$ cat src/rtl/pq_stream_driver.sv
// Command front end for the BRAM heap priority queue: filters push/pop/replace
// requests against a local occupancy count, strobes the queue and enforces its settle gap.
// Optional PQ_DRV_SHADOW_CHECK_EN adds a sticky o_shadow_err cross-check of q_full/q_empty.
module pq_stream_driver #(
  parameter int QUEUE_SIZE = 7,
  parameter int DATA_WIDTH = 16,
  parameter int OP_GAP     = 4,
  localparam int CW        = $clog2(QUEUE_SIZE + 1)
) (
  input  logic                  CLK,
  input  logic                  RSTn,
  input  logic                  s_valid,
  output logic                  s_ready,
  input  logic [1:0]            s_op,
  input  logic [DATA_WIDTH-1:0] s_data,
  output logic                  q_wrt,
  output logic                  q_read,
  output logic [DATA_WIDTH-1:0] q_data,
  input  logic                  q_full,
  input  logic                  q_empty,
  input  logic [DATA_WIDTH-1:0] q_top,
  output logic                  m_valid,
  input  logic                  m_ready,
  output logic [DATA_WIDTH-1:0] m_data,
  output logic [CW-1:0]         o_count,
`ifdef PQ_DRV_SHADOW_CHECK_EN
  output logic                  o_shadow_err,
`endif
  output logic                  o_err
);

  typedef enum logic [1:0] {
    ST_IDLE  = 2'd0,
    ST_ISSUE = 2'd1,
    ST_GAP   = 2'd2
  } state_t;

  localparam logic [1:0]    OP_PUSH = 2'b01;
  localparam logic [1:0]    OP_POP  = 2'b10;
  localparam logic [1:0]    OP_REPL = 2'b11;
  localparam logic [CW-1:0] CNT_FULL = CW'(QUEUE_SIZE);
  localparam logic [CW-1:0] CNT_ZERO = {CW{1'b0}};
  localparam logic [3:0]    GAP_LOAD = 4'(OP_GAP);

  state_t                state_r;
  logic [1:0]            op_r;
  logic [3:0]            gap_r;
  logic [CW-1:0]         count_r;
  logic                  q_wrt_r;
  logic                  q_read_r;
  logic [DATA_WIDTH-1:0] q_data_r;
  logic                  m_valid_r;
  logic [DATA_WIDTH-1:0] m_data_r;
  logic                  err_r;
  logic                  accept_s;

  assign s_ready  = (state_r == ST_IDLE) && !m_valid_r;
  assign accept_s = s_valid && s_ready;

  assign q_wrt   = q_wrt_r;
  assign q_read  = q_read_r;
  assign q_data  = q_data_r;
  assign m_valid = m_valid_r;
  assign m_data  = m_data_r;
  assign o_count = count_r;
  assign o_err   = err_r;

  // Command FSM: request decode, strobe issue, settle gap and result register.
  always_ff @(posedge CLK or negedge RSTn) begin
    if (!RSTn) begin
      state_r   <= ST_IDLE;
      op_r      <= 2'b00;
      gap_r     <= 4'd0;
      count_r   <= CNT_ZERO;
      q_wrt_r   <= 1'b0;
      q_read_r  <= 1'b0;
      q_data_r  <= {DATA_WIDTH{1'b0}};
      m_valid_r <= 1'b0;
      m_data_r  <= {DATA_WIDTH{1'b0}};
      err_r     <= 1'b0;
    end else begin
      err_r    <= 1'b0;
      q_wrt_r  <= 1'b0;
      q_read_r <= 1'b0;
      if (m_valid_r && m_ready) begin
        m_valid_r <= 1'b0;
      end
      case (state_r)
        ST_IDLE: begin
          if (accept_s) begin
            case (s_op)
              OP_PUSH: begin
                if (count_r == CNT_FULL) begin
                  err_r <= 1'b1;
                end else begin
                  q_wrt_r  <= 1'b1;
                  q_data_r <= s_data;
                  op_r     <= s_op;
                  state_r  <= ST_ISSUE;
                end
              end
              OP_POP, OP_REPL: begin
                if (count_r == CNT_ZERO) begin
                  err_r <= 1'b1;
                end else begin
                  // Root is read before the queue reorganises; it is the result.
                  q_wrt_r   <= (s_op == OP_REPL);
                  q_read_r  <= 1'b1;
                  q_data_r  <= s_data;
                  op_r      <= s_op;
                  m_data_r  <= q_top;
                  m_valid_r <= 1'b1;
                  state_r   <= ST_ISSUE;
                end
              end
              default: begin
                state_r <= ST_IDLE;
              end
            endcase
          end
        end
        ST_ISSUE: begin
          case (op_r)
            OP_PUSH: count_r <= count_r + CW'(1);
            OP_POP:  count_r <= count_r - CW'(1);
            default: count_r <= count_r;
          endcase
          gap_r   <= GAP_LOAD;
          state_r <= ST_GAP;
        end
        ST_GAP: begin
          if (gap_r <= 4'd1) begin
            gap_r   <= 4'd0;
            state_r <= ST_IDLE;
          end else begin
            gap_r <= gap_r - 4'd1;
          end
        end
        default: begin
          state_r <= ST_IDLE;
        end
      endcase
    end
  end

`ifdef PQ_DRV_SHADOW_CHECK_EN
  logic shadow_err_r;

  assign o_shadow_err = shadow_err_r;

  // Sticky cross-check of local occupancy against queue status, only while the status is settled.
  always_ff @(posedge CLK or negedge RSTn) begin
    if (!RSTn) begin
      shadow_err_r <= 1'b0;
    end else if ((state_r == ST_IDLE) &&
                 (((count_r == CNT_FULL) != q_full) || ((count_r == CNT_ZERO) != q_empty))) begin
      shadow_err_r <= 1'b1;
    end else begin
      shadow_err_r <= shadow_err_r;
    end
  end
`else
  logic unused_status_s;

  assign unused_status_s = q_full ^ q_empty;
`endif

endmodule

$ cat config.mk
export PLATFORM = sky130hd
export DESIGN_NAME = pq_stream_driver
export DESIGN_NICKNAME = d
export VERILOG_FILES = /design/src/rtl/pq_stream_driver.sv
export SDC_FILE = /design/constraint.sdc
export NUM_CORES = 1
export LEC_CHECK = 0
export BUFFER_PORTS_ARGS = -buffer_cell sky130_fd_sc_hd__buf_2
export CAP_MARGIN = 30
export CORE_ASPECT_RATIO = 0.9
export CORE_MARGIN = 5
export CORE_UTILIZATION = 35
export CTS_CLUSTER_SIZE = 14
export DETAILED_ROUTE_END_ITERATION = 8
export GPL_ROUTABILITY_DRIVEN = 0
export PLACE_DENSITY = 0.65
export SKIP_LAST_GASP = 1
export SLEW_MARGIN = 20
export SYNTH_ARGS = -nofsm -noshare
export SYNTH_HDL_FRONTEND = slang
export SYNTH_SLANG_ARGS = --single-unit
$ cat constraint.sdc
create_clock -name CLK -period 3 [get_ports CLK]
set_input_delay 0.45 -clock CLK [delete_from_list [all_inputs] [get_ports CLK]]
set_output_delay 0.45 -clock CLK [all_outputs]
set_load 0.03 [all_outputs]
# After elaboration in Yosys (flattened, before gate mapping)
# Cells that the tools add are included.
# totals
in_bits,40
output_inout_bits,40
wordCells,77
ff_bits,47
# op_classes
n_reduce_logical,14
magnitude_cmp,1
n_bitwise,1
eq_ne,14
add_sub_neg,3
n_mux,34
# ops
cell,count
2-to-1 mux 16 bit,2
one-hot mux 16 bit (2 select lines),1
2-to-1 mux 1 bit,17
2-to-1 mux 2 bit,6
"equality test 2 bit, second input constant",4
"!= test 2 bit, second input constant",4
one-hot mux 2 bit (2 select lines),2
one-hot mux 4 bit (2 select lines),1
AND reduction 4 bit,2
"equality test 2 x 1 -> 1 bit, second input constant",3
"!= test 3 bit, second input constant",2
one-hot mux 2 bit (3 select lines),1
one-hot mux 3 bit (2 select lines),1
nonzero test 2 bit,3
AND reduction 5 bit,1
"less-or-equal comparator 4 x 1 -> 1 bit, second input constant",1
2-to-1 mux 4 bit,1
one-hot mux 1 bit (2 select lines),2
"subtractor 4 x 1 -> 4 bit, second input constant",1
"adder 3 x 1 -> 3 bit, second input constant",1
"equality test 3 bit, second input constant",1
logical AND 1 bit,3
zero test 3 bit,1
"subtractor 3 x 1 -> 3 bit, second input constant",1
other kinds (5),5

# Longest topological paths before layout
# depth
depth_word,6
mapped_depth,8
ltp_nobuf,7

# Worst setup path before layout
# OpenSTA, ideal clock, no wires.
# synth_timing
path_kind,register to register
start,register state_r[0]
end,"register m_data_r[0], in the netlist m_data[0]"
required_ns,2.875
path_slack_ns,1.202
path_stages_with_launch,8
t_arrival_ns,1.673
setup_time_ns,0.125
path_cell_list,dfrtp_1 > inv_1 > ha_1 > nand3b_1 > nor3b_1 > buf_4 > buf_6 > mux2_2
# synth_via
elab_chain_cells,4
# synth_lines
element,line_no,text
start: declaration,45,state_t state_r;
start signal: assignment,71,state_r <= ST_IDLE;
start signal: assignment,99,state_r <= ST_ISSUE;
start signal: assignment,113,state_r <= ST_ISSUE;
zero test 2 bit (*),"57, 88",
logical AND 1 bit,57,assign s_ready = (state_r == ST_IDLE) && !m_valid_r;
logical AND 1 bit,58,assign accept_s = s_valid && s_ready;
AND reduction 4 bit (no line) (*),n/a,
end signal: assignment,79,m_data_r <= {DATA_WIDTH{1'b0}};
end signal: assignment,111,m_data_r <= q_top;
end: declaration,53,logic [DATA_WIDTH-1:0] m_data_r;
# Every way passes the cells marked *; elsewhere a longest branch is shown, timed or not.
# A chain may end at the register's enable or synchronous reset.

# Final worst setup path
# layout_timing
start,register state_r[0]
end,"register q_data_r[15], in the netlist q_data[15]"
# layout_via
elab_chain_cells,4
# layout_lines
element,line_no,text
zero test 2 bit (*),"57, 88",
logical AND 1 bit,57,
logical AND 1 bit,58,
AND reduction 5 bit (no line) (*),n/a,
end signal: assignment,77,q_data_r <= {DATA_WIDTH{1'b0}};
end signal: assignment,97,q_data_r <= s_data;
end signal: assignment,109,q_data_r <= s_data;
end: declaration,51,logic [DATA_WIDTH-1:0] q_data_r;
# Marks and branches as above.

==> flow_metrics.py <==
metrics = {
    "pwr": {
        "power.share.sequential_pct": 35.5,
        "internal_power_mw": 1.76,
        "power.switching_mw": 1.37,
        "worst_ir_drop_vdd_v": 0.000418,
        "p_comb_share_pct": 51.5,
        "p_leak_nw": 1.30,
        "p_sw_share_pct": 43.9,
        "power_density_nw_per_um2": 1190,
        "clkPwrFrac_pct": 13.0,
    },
    "clock_tree": {
        "cts_resized": 0,
        "cts_root_buffer": "clkbuf_8",
        "clk_path_buf_depth": 2,
        "tritoncts": "done",
        "clock_latency_ps": 290,
        "cts_sinks": 47,
        "postCtsSetupRepairBufs": 0,
        "htreeDepth": 2,
        "cts_made_buffers": 5,
        "ctsHoldBuffers": 0,
        "cts.clk_slew.worst_paths_ps": 90,
    },
    "synth": {
        "synth_area_leaders": "dfrtp_1 57%, mux2_2 13%, mux2_4 5.8%",
        "synth_largest_area_cell": "dfrtp_1",
        "ys_warn_count": 0,
        "synth_top_family_by_area": "multiplexers",
        "synth-seq-cells": 47,
        "yosysSeqAreaShare_pct": 56.9,
        "synth_area_um2": 2070,
        "yosysMostFrequentCell": "dfrtp_1",
        "synthTopCellsByCount": "47 x dfrtp_1, 24 x mux2_2, 11 x inv_1",
        "syn_inst": 143,
        "synth-main-ff-cell": "dfrtp_1",
        "synth.avg_cell_area_um2": 14.5,
        "synth_compound_area_share_pct": 5.57,
        "synth_mux_area_share_pct": 20.4,
        "synth_edf_count": 0,
        "async_flop_share_pct": 100,
        "synth_fp_nets": 190,
        "synthAdderAreaFrac_pct": 4.60,
        "synth.distinct_cells": 37,
        "synth_xor_area_share_pct": 1.27,
        "synth_top_area_share_pct": 56.9,
        "synthSimpleGateAreaFrac_pct": 6.84,
    },
    "hold_path": {
        "hold_path.class": "in -> async",
    },
    "final_layout": {
        "antenna_cells": 0,
        "seq_area_um2": 1180,
        "drive_above_1_share_pct": 55.3,
        "nets": 272,
        "fillers": 534,
        "instances_no_fill": 296,
        "syn_to_final_growth_pct": 26.8,
        "multiInputGateArea_um2": 805,
    },
    "floorplan": {
        "initial_utilization_pct": 36.3,
        "ios": 80,
        "die_x_um": 91.0,
        "core-area_um2": 5690,
        "rows": 26,
        "die_h_um": 82.9,
        "dieArea_um2": 7540,
    },
    "grt": {
        "overflow": 0,
        "grt_pass1_vias": 1504,
        "grt_pass1_wl_um": 7560,
        "grt_usage_pct": 12.1,
        "antenna_found_initial": 0,
        "grt_start_max_net_pins": 31,
    },
    "sta": {
        "clock.fmax_ghz": 0.446,
        "setup_violations": 0,
        "worstMarginPinSlew_ps": 626,
        "skew_ps": 8.27,
        "drv_slew": 0,
        "finalCritPeriodShare_pct": 74.7,
        "final.setup.tns_ps": 0,
        "grt_setup_unrepaired": "false",
        "relSlewSlack_pct": 58.2,
        "fin_crit_ps": 2240,
        "hold_viol": 0,
    },
    "critical_path": {
        "crit_type": "reg -> reg",
        "worstPathArrival_ps": 2420,
        "cpPeakStageDelay_ps": 560,
        "worstPathCellList": "inv_1, ha_1, nand3b_1, a21oi_2, nor2b_4, mux2_2",
        "critPathRequiredTime_ps": 3180,
        "crit_fanout": 18,
        "critPathBufInv": 1,
        "slowest_stage": "nor2b_4",
        "cp_top_family": "simple AND/OR/NAND/NOR gates",
        "end_kind": "register",
        "startpoint_type": "register",
    },
    "routing": {
        "viasPerCell": 4.66,
        "wl_um": 4310,
        "drc": 0,
        "antenna_left": 0,
        "routedWlPerCell_um": 14.6,
        "drt_iter0_drc": 31,
        "route.vias.total": 1378,
        "first_pass_iters": 4,
    },
    "placed_design": {
        "io_buffers": 77,
        "place_hpwl_um": 3290,
        "placedCellCount": 288,
    },
    "status": {
        "status": "completed",
    },
    "job": {
        "maxCapViolations": 0,
    },
}
[worst reg2reg max path: cells and delay by family, from the launching register on]
kind / cells / cell delay (ps)
DFF: 1 / 410
and+or+nand+nor: 2 / 770
buffers and inverters: 1 / 110
AOI/OAI and AO/OA: 1 / 190
adders and majority gates: 1 / 230
muxes: 1 / 420
[per-layer routing]
metal	share of wire (%)	GRT usage (%)	vias up
met4	0.21	4.00	0
met2	53	20.6	34
li1	-	-	656
met3	4.9	3.53	2
met1	42	14.5	686
met5	0	0	-
[cells by family (layout without fill, tap and decap cells)]
family	Yosys count	after routing
flops	47	47
mux	35	35
simple gates	21	21
compound gates	15	15
buf+inv	15	98
fa+ha+maj	7	7
xor+xnor	3	3
[area by class of cell]
type | instances | share of cell area (%)
Sequential cell | 47 | 44.9
Multi-Input combinational cell | 81 | 30.7
Inverter | 11 | 1.58
Clock inverter | 2 | 0.621
Clock buffer | 6 | 3.15
Tap cell | 70 | 3.34
Timing Repair Buffer | 79 | 15.8
[per-stage QoR]
step	util, %	setup WS [ps]	hold WS, ps	area (um2)	total power [mW]
after global placement	44.0	781	484	2500	2.71
after detailed placement	44.3	725	422	2520	2.77
after floorplan	-	1200	154	2070	2.32
after global routing	46.0	585	107	2620	3.35
final	46.0	760	83.9	2620	3.13
after CTS	46.0	712	90.3	2620	3.18
[flip-flops by register name, summed over array words and instances, names as in the netlist, 2 cells and up]
| name | flops |
|---|---|
| gap_r | 4 |
| m_data | 16 |
| q_data | 16 |
| op_r | 2 |
| o_count | 3 |
| state_r | 2 |
[cell usage in the layout, fill, tap and decap left out, types with 2 or more instances in the layout]
| cell type | synthesis | final |
|---|---|---|
| a21oi_2 | 3 | 3 |
| buf_2 | 0 | 77 |
| clkbuf_8 | 0 | 6 |
| dfrtp_1 | 47 | 47 |
| ha_1 | 6 | 6 |
| inv_1 | 11 | 11 |
| mux2_2 | 24 | 24 |
| mux2_4 | 8 | 8 |
| mux2i_1 | 2 | 2 |
| nand2_1 | 4 | 4 |
| nand2b_1 | 2 | 2 |
| nand3b_1 | 3 | 3 |
| nor2_1 | 3 | 3 |
| o21ai_0 | 2 | 2 |
| o21bai_1 | 2 | 2 |
| xor2_1 | 2 | 2 |
[worst paths after layout]
check	startpoint	to	slack [ps]	cells past startpoint
max	state_r[0]$_DFFE_PN0P_	q_data[15]$_DFFE_PN0P_	760	6
min in group CLK	s_data[10]	q_data[10]$_DFFE_PN0P_	380	2
min reg2reg	q_data[3]$_DFFE_PN0P_	q_data[3]$_DFFE_PN0P_	500	1
max reg2reg	state_r[0]$_DFFE_PN0P_	q_data[15]$_DFFE_PN0P_	760	6
max in group asynchronous	RSTn	q_data[2]$_DFFE_PN0P_	2400	2
min	RSTn	m_data[0]$_DFFE_PN0P_	80	1
[power by group through the flow]
stage	clock network [mW]	registers (mW)	logic (mW)
after floorplan	0	1.63	0.698
after global placement	0	1.11	1.60
after detailed placement	0	1.13	1.64
after CTS	0.424	1.12	1.64
after global routing	0.454	1.16	1.73
final	0.407	1.11	1.61
(Power assumes the default switching activity.)
